## config.mk

```make
export PLATFORM = sky130hd
export DESIGN_NAME = counter_mod
export DESIGN_NICKNAME = d
export VERILOG_FILES = /design/src/rtl/counter_mod.sv
export SDC_FILE = /design/constraint.sdc
export NUM_CORES = 1
export LEC_CHECK = 0
export BUFFER_PORTS_ARGS = -buffer_cell sky130_fd_sc_hd__buf_2
export CELL_PAD_IN_SITES_DETAIL_PLACEMENT = 1
export CELL_PAD_IN_SITES_GLOBAL_PLACEMENT = 2
export CORE_ASPECT_RATIO = 1.5
export CORE_MARGIN = 5
export CORE_UTILIZATION = 32
export CTS_CLUSTER_DIAMETER = 80
export CTS_CLUSTER_SIZE = 12
export DETAILED_ROUTE_END_ITERATION = 8
export PLACE_DENSITY = 0.8
export SLEW_MARGIN = 10
export SYNTH_ARGS = -nofsm -noshare
export SYNTH_HDL_FRONTEND = slang
export SYNTH_SLANG_ARGS = --single-unit
```

## constraint.sdc

```tcl
create_clock -name clk -period 4 [get_ports clk]
set_input_delay 0.8 -clock clk [delete_from_list [all_inputs] [get_ports clk]]
set_output_delay 0.8 -clock clk [all_outputs]
set_load 0.01 [all_outputs]
```

## src/rtl/counter_mod.sv

```systemverilog
// Up/down counter with programmable modulus (limit+1), variable step, load,
// wrap/saturate choice, sticky overflow/underflow flags and a terminal-count pulse.
module counter_mod #(
  parameter int unsigned WIDTH  = 8,
  parameter int unsigned STEP_W = 4
) (
  input  logic              clk,
  input  logic              rst,
  input  logic              en,
  input  logic              updown,
  input  logic              load,
  input  logic [WIDTH-1:0]  load_val,
  input  logic [STEP_W-1:0] step,
  input  logic [WIDTH-1:0]  limit,
  input  logic              sat,
  input  logic              clr_flags,
  output logic [WIDTH-1:0]  out,
  output logic              tc,
  output logic              ovf,
  output logic              unf,
  output logic              at_max,
  output logic              at_min
);

  localparam int unsigned EW = WIDTH + 1;

  logic [WIDTH-1:0] r_out;
  logic             r_tc;
  logic             r_ovf;
  logic             r_unf;

  logic [EW-1:0]    w_lim;
  logic [EW-1:0]    w_m;
  logic [EW-1:0]    w_cur;
  logic [EW-1:0]    w_step;
  logic [EW-1:0]    w_s;
  logic [EW-1:0]    w_sum;
  logic [EW-1:0]    w_diff;
  logic [EW-1:0]    w_wrap_up;
  logic [EW-1:0]    w_wrap_dn;
  logic [WIDTH-1:0] w_nxt;
  logic             w_ev_ovf;
  logic             w_ev_unf;

  // All arithmetic is one bit wider than the count so modulus limit+1 never truncates.
  assign w_lim     = EW'(limit);
  assign w_m       = w_lim + EW'(1);
  assign w_cur     = EW'(r_out);
  assign w_step    = EW'(step);
  assign w_s       = (w_step > w_m) ? w_m : w_step;
  assign w_sum     = w_cur + w_s;
  assign w_diff    = w_cur - w_s;
  assign w_wrap_up = w_sum - w_m;
  assign w_wrap_dn = w_cur + w_m - w_s;

  // Next count and event decode: load > count > hold.
  always_comb begin
    w_nxt    = r_out;
    w_ev_ovf = 1'b0;
    w_ev_unf = 1'b0;
    if (load) begin
      w_nxt = load_val;
    end else if (en && (step != '0)) begin
      if (w_cur > w_lim) begin
        w_ev_ovf = 1'b1;
        w_nxt    = sat ? limit : '0;
      end else if (updown) begin
        if (w_sum <= w_lim) begin
          w_nxt = WIDTH'(w_sum);
        end else begin
          w_ev_ovf = 1'b1;
          w_nxt    = sat ? limit : WIDTH'(w_wrap_up);
        end
      end else begin
        if (w_cur >= w_s) begin
          w_nxt = WIDTH'(w_diff);
        end else begin
          w_ev_unf = 1'b1;
          w_nxt    = sat ? '0 : WIDTH'(w_wrap_dn);
        end
      end
    end
  end

  // A flag event on the same edge as clr_flags keeps its flag set.
  always_ff @(posedge clk or negedge rst) begin
    if (!rst) begin
      r_out <= '0;
      r_tc  <= 1'b0;
      r_ovf <= 1'b0;
      r_unf <= 1'b0;
    end else begin
      r_out <= w_nxt;
      r_tc  <= w_ev_ovf | w_ev_unf;
      r_ovf <= (r_ovf & ~clr_flags) | w_ev_ovf;
      r_unf <= (r_unf & ~clr_flags) | w_ev_unf;
    end
  end

  assign out    = r_out;
  assign tc     = r_tc;
  assign ovf    = r_ovf;
  assign unf    = r_unf;
  assign at_max = (r_out == limit);
  assign at_min = (r_out == '0);

endmodule

```

==> qor.yml, run 1 <==
finalMaxSlewViolations: 0
worst_ir_drop_on_vdd_v: 0.000246
vias_in_the_first_global_route: 4569
failing_checks: "negative setup slack"
finalSetupTns_ns: -14.88
insertion_delay_ns: 0.25
netlist.area_leader.share: 0.169
synth_top_cell_by_area: "ha_1"
cp_data_required_time_ns: 4.10
timing.clock.skew_ns: 0.00697
design.die.area_um2: 12900
post_synth_inst_count: 435
drt_pre_antenna_iters: 4
status: "complete, but fails checks"
numPlacedInstances: 713
rsz0062_at_grt: "yes"
post-route-util: 0.488
floorplan.core_area_um2: 10500
syn_area_per_cell_um2: 7.84
clkSinkCount: 11
routed-via-count: 4183
grt_first_pass_wirelength_um: 24300
netlist-cell-type-count: 83
achievable-frequency_ghz: 0.180
arrival_time_at_the_worst_endpoint_ns: 5.67
postSynth.topFlopCell: "dfrtp_1"
root_buffer: "clkbuf_16"
final_period_minus_worst_setup_slack_ns: 5.57
design.final.nets: 679
cts-htree-levels: 1
routed_wire_length_per_instance_um: 21.5
timing.final.crit_share: 1.39
cts.path.max_buffers: 2
place.port_buffers: 39
timing.final.ws_setup_ns: -1.57
ys_seq_area_frac: 0.0807
criticalPathCategory: "in2reg"
final_layout_size_suffix_gt1_frac: 0.415
design.portCount: 40
tritoncts.num_buffers: 3
antenna_found_initial: 0
cts_tree: "built"
total_of_max_cap_violations: 0
detail-route-antenna-nets: 0
synth-seq-cells: 11
async_reset_ff_frac: 1.00
via_per_inst: 5.66
floorplan.initialDensity: 0.324
synth-warning-count: 0
final_routed_drc_violation_total: 0
first_drt_iteration_drcs: 188
gr-usage-all-layers: 0.248
setup-violations-final: 11
final-hold-violation-count: 0
holdBufCountCts: 0
area.growth.synth_to_final_pct: 50.8
startpoint_type: "primary input"
place.detailed.hpwl_um: 12900
slew-limit-headroom: 0.264
fin_hold_ws_ns: 0.435
die_w_um: 94.3
synth.top_cells.by_area: "ha_1 17%, dfrtp_1 8.1%, fa_1 5.9%"
crit-reg2reg-launch: "out[0]$_DFFE_PN0P_"
rows: 46
timing.hold.worst.class: "in2async"
clk_pin_slew_worst_paths_ns: 0.05
crit_path_start: "limit[0]"
maximum_number_of_pins_on_one_net_before_global_route_repair: 20
path_max_fanout: 7
grt.overflow.total: 0
max_slew.worst_pin.slew_ns: 1.09
chipHeight_um: 136
route.final.wire_length_um: 15900
critPathCaptureType: "register"
synth.cell_area_um2: 3410
p_per_area_nw_per_um2: 612
finalWeightedCongestion: 0.931
total_power_mw: 3.15
edff_count_synth: 0
final_cell_count_no_fill: 739
p_leak_nw: 2.36
diodes: 0
## routing by layer
| layer | routed length [um] | GRT usage |
|---|---|---|
| met3 | 587 | 0.0188 |
| met5 | 0 | 0 |
| met2 | 8220 | 0.458 |
| met4 | 1410 | 0.179 |
| met1 | 5660 | 0.257 |
## synth_stat cells (all sizes together) (3+ instances only)
| master | number |
|---|---|
| a211oi | 12 |
| a21o | 5 |
| a21oi | 32 |
| a2bb2oi | 3 |
| a311oi | 3 |
| a31oi | 5 |
| and2 | 3 |
| and3 | 4 |
| buf | 5 |
| clkbuf | 8 |
| dfrtp | 11 |
| fa | 10 |
| ha | 46 |
| inv | 44 |
| mux2 | 3 |
| mux2i | 5 |
| nand2 | 24 |
| nand2b | 7 |
| nand3 | 10 |
| nand4 | 4 |
| nor2 | 40 |
| nor2b | 4 |
| nor3 | 11 |
| nor4 | 7 |
| nor4b | 3 |
| o211ai | 7 |
| o21a | 6 |
| o21ai | 23 |
| o22ai | 8 |
| o311a | 3 |
| o311ai | 5 |
| o31ai | 5 |
| o41ai | 3 |
| or2 | 9 |
| or3 | 3 |
| xnor2 | 17 |
| xor2 | 9 |
## layout by cell type, fill, tap and decap left out, drive strengths merged, types with 12 or more instances in the layout
cell type / n
buf: 159
ha: 46
inv: 44
nor2: 40
a21oi: 32
nand2: 24
o21ai: 23
xnor2: 17
a211oi: 12
## worst paths after layout
path	cells past startpoint	slack, ns	to
max in group asynchronous	1	3.33	out[5]$_DFFE_PN0P_
worst max-delay path	24	-1.57	out[6]$_DFFE_PN0P_
worst min register to register	2	0.56	unf$_DFF_PN0_
worst min-delay path	1	0.43	out[7]$_DFFE_PN0P_
min in group clk	2	0.56	unf$_DFF_PN0_
worst max register to register	17	0.28	out[6]$_DFFE_PN0P_
## final cells by class
type / instances / area [um2]
timing repair buffer: 159 / 1150
sequential: 11 / 275
inverter: 45 / 176
multi-input combinational: 376 / 3280
fill: 1301 / 5390
clock buffer: 4 / 78.8
tap: 144 / 180
## where the power goes
part           internal, mW  total [mW]  switching (mW)  leakage [nW]
Sequential            0.141       0.168          0.0274         0.136
Combinational          1.30        2.79            1.49          2.19
Clock                 0.135       0.194          0.0597        0.0382
## repair_timing
action / CTS / global route
setup endpoints to repair: 11 / 11
gates resized for setup: 41 / 25
pin swaps: 33 / 23
setup buffers: 14 / 7
endpoints found under the hold margin: 0 / 0
gates cloned: 1 / 0
## stage by stage
| step | setup slack [ns] | cell area [um2] |
|---|---|---|
| floorplan | -1.88 | 3550 |
| global placement | -1.91 | 4600 |
| detailed placement | -2.11 | 4600 |
| CTS | -1.62 | 4970 |
| global route | -1.74 | 5140 |
| finish | -1.57 | 5140 |
## worst max-delay path, stage by stage
cell and delay [ns]:
buf_8 0.10, ha_4 0.17, xnor2_4 0.17, inv_2 0.07, xnor2_2 0.15, nand3_2 0.10
o32a_1 0.33, a211oi_4 0.24, buf_4 0.16, mux2_4 0.31, buf_6 0.13, ha_4 0.24
a211oi_2 0.30, o21ai_1 0.15, a31oi_2 0.29, xor2_2 0.20, ha_1 0.29, or2_2 0.33
a21oi_2 0.18, a31oi_4 0.08, or2_4 0.31, and4_1 0.17, a211oi_2 0.26, o211ai_1 0.14
## flip-flops by register name, summed over array words and instances (netlist names)
| register | flops |
|---|---|
| out | 8 |
| ovf | 1 |
| unf | 1 |
| tc | 1 |
## logic make-up (layout without fill, tap and decap cells)
kind of cell | count (synthesis) | in the layout | synth area share
mux | 8 | 8 | 0.0246
fa+ha+maj | 57 | 57 | 0.230
other cells | 2 | 11 | 0.00220
compound gates | 133 | 133 | 0.287
xor+xnor | 26 | 26 | 0.0833
buf+inv | 58 | 208 | 0.0712
flops | 11 | 11 | 0.0807
simple gates | 140 | 141 | 0.221
Note: power is estimated with default switching activity, not from simulation.
==> run 2, diff against run 1 <==
Settings changed: TNS_END_PERCENT set to 5.
==> run 2 against run 1 <==
Compared with the run above: the run still ends with negative setup slack left; maximum frequency rose by 0.22%; die area unchanged; critical endpoint is now out[4]$_DFFE_PN0P_; cell count fell by 1.5%.
==> qor.yml, run 2 (synthesized netlist as in run 1, its figures left out) <==
status: "complete, but fails checks"
failing_checks: "negative setup slack"
routed_wire_length_per_instance_um: 20.8  # -3.2%
antenna_found_initial: 0  # unchanged
rsz0062_at_grt: "yes"
cts.path.max_buffers: 2  # unchanged
final_period_minus_worst_setup_slack_ns: 5.56  # -0.0124 ns
post-route-util: 0.471  # -0.0175
via_per_inst: 5.52  # -2.5%
diodes: 0  # unchanged
total_power_mw: 2.97  # -5.8%
chipHeight_um: 136  # unchanged
crit_path_max_incr_delay_ns: 0.35  # +0.02 ns
die_w_um: 94.3  # unchanged
timing.final.ws_setup_ns: -1.56  # +0.0124 ns
cts_tree: "built"
p_leak_nw: 2.28  # -3.2%
final_routed_drc_violation_total: 0  # unchanged
mostFrequentLayoutCells: "106 x buf_4, 40 x ha_1, 37 x inv_1, 37 x nor2_1, 37 x buf_2"
insertion_delay_ns: 0.25  # about the same
arrival_time_at_the_worst_endpoint_ns: 5.69  # +0.02 ns
design.portCount: 40  # unchanged
clk_pin_slew_worst_paths_ns: 0.04  # about the same
timing.final.crit_share: 1.39  # -0.00310
grt_first_pass_wirelength_um: 23500  # -3.4%
total_of_max_cap_violations: 0  # unchanged
critPathCaptureType: "register"
timing.hold.worst.class: "in2async"
p_per_area_nw_per_um2: 598  # -2.3%
maximum_number_of_pins_on_one_net_before_global_route_repair: 20  # unchanged
drt_pre_antenna_iters: 4  # unchanged
route.final.wire_length_um: 15100  # -4.7%
detail-route-antenna-nets: 0  # unchanged
area.sequential_um2: 275  # unchanged
routed-via-count: 4019  # -3.9%
timing.clock.skew_ns: 0.00415  # -0.00282 ns
tritoncts.num_buffers: 3  # unchanged
vias_in_the_first_global_route: 4514  # -1.2%
largest_register_ffs: 8  # unchanged
criticalPathCategory: "in2reg"
finalMaxSlewViolations: 0  # unchanged
startpoint_type: "primary input"
place.port_buffers: 39  # unchanged
fillerInstances: 1338  # +2.8%
floorplan.core_area_um2: 10500  # unchanged
first_drt_iteration_drcs: 177  # -5.9%
max_slew.worst_pin.slew_ns: 0.701  # -0.389 ns
finalSetupTns_ns: -14.98  # -0.102 ns
root_buffer: "clkbuf_16"
cp_data_required_time_ns: 4.13  # +0.03 ns
slowest_stage: "a211oi_4"
multi_input_comb_area_um2: 3210  # -2.1%
cts-htree-levels: 1  # unchanged
layout_commonest_cell: "buf_4"
gr-usage-all-layers: 0.241  # -0.00661
path_max_fanout: 8  # +1
area.growth.synth_to_final_pct: 45.4
clkSinkCount: 11  # unchanged
design.final.nets: 668  # -1.6%
design.die.area_um2: 12900  # unchanged
final-hold-violation-count: 0  # unchanged
finalWeightedCongestion: 0.990  # +6.3%
final_layout_size_suffix_gt1_frac: 0.387  # -0.0281
setup-violations-final: 11  # unchanged
worst_ir_drop_on_vdd_v: 0.000227  # -7.6%
holdBufCountCts: 0  # unchanged
slew-limit-headroom: 0.531  # +0.267
place.detailed.hpwl_um: 12700  # -1.8%
grt.overflow.total: 0  # unchanged
rows: 46  # unchanged
achievable-frequency_ghz: 0.180  # +0.22%
floorplan.initialDensity: 0.324  # unchanged
-- run 2: changes by cell type in the layout (fill, tap and decap cells not counted), moves of 2 or more --
cell	before	now
buf_6	8	5
o21ai_1	6	3
o21ai_0	14	17
o22ai_2	3	0
o22ai_1	5	8
buf_4	113	106
buf_8	2	0
a21oi_1	24	26
a21oi_2	7	5
-- run 2: per-stage QoR --
| stage | std cells | hold slack, ns | instance area (um2) | worst slack [ns] |
|---|---|---|---|---|
| after global routing | 728 | 0.460 | 4960 | -1.87 |
| after detailed placement | 716 | 0.542 | 4590 | -2.06 |
| final | 728 | 0.447 | 4960 | -1.56 |
| after CTS | 728 | 0.454 | 4920 | -1.52 |
| after global placement | 716 | 0.524 | 4590 | -1.89 |
| after floorplan | 444 | 0.504 | 3530 | -1.88 |
-- run 2: path summary, 6_finish.rpt --
path | from | end | slack (ns) | cells after the start
max | limit[0] | out[4]$_DFFE_PN0P_ | -1.56 | 26
min | rst | tc$_DFF_PN0_ | 0.45 | 1
max reg2reg | out[1]$_DFFE_PN0P_ | out[4]$_DFFE_PN0P_ | 0.15 | 17
min reg2reg | ovf$_DFF_PN0_ | ovf$_DFF_PN0_ | 0.55 | 2
max in group asynchronous | rst | out[6]$_DFFE_PN0P_ | 3.30 | 1
min in group clk | ovf$_DFF_PN0_ | ovf$_DFF_PN0_ | 0.55 | 2
-- run 2: what timing repair did --
item / in CTS / in global routing
endpoints found under the setup margin: 11 / 11
buffers inserted: 7 / 0
pin swaps: 29 / 2
resized for setup: 39 / 6
endpoints found under the hold margin: 0 / 0
gates cloned: 1 / 0
-- run 2: area by class of cell --
type / instances / share of cell area
Clock buffer: 4 / 0.0159
Inverter: 45 / 0.0351
Multi-Input combinational cell: 376 / 0.648
Sequential cell: 11 / 0.0555
Tap cell: 144 / 0.0363
Timing Repair Buffer: 148 / 0.209
-- run 2: worst max-delay path, delay by kind of cell --
kind / cells / cell delay, ns
compound gates: 8 / 1.78
simple gates: 7 / 0.98
mux: 3 / 0.72
fa+ha+maj: 4 / 1.01
buf+inv: 4 / 0.36
-- run 2: where the power goes --
group          leakage (nW)  total (mW)  internal [mW]  switching, mW
clock                0.0382       0.195          0.135         0.0600
sequential            0.136       0.174          0.141         0.0337
combinational          2.11        2.60           1.20           1.39
-- run 2: per-layer routing --
| layer | vias up | share of wire | routed length (um) | GRT usage |
|---|---|---|---|---|
| met5 | - | 0 | 0 | 0 |
| met4 | 0 | 0.056 | 844 | 0.129 |
| met1 | 1979 | 0.37 | 5610 | 0.255 |
| met3 | 42 | 0.030 | 449 | 0.0183 |
| met2 | 109 | 0.54 | 8230 | 0.463 |
| li1 | 1889 | - | - | - |
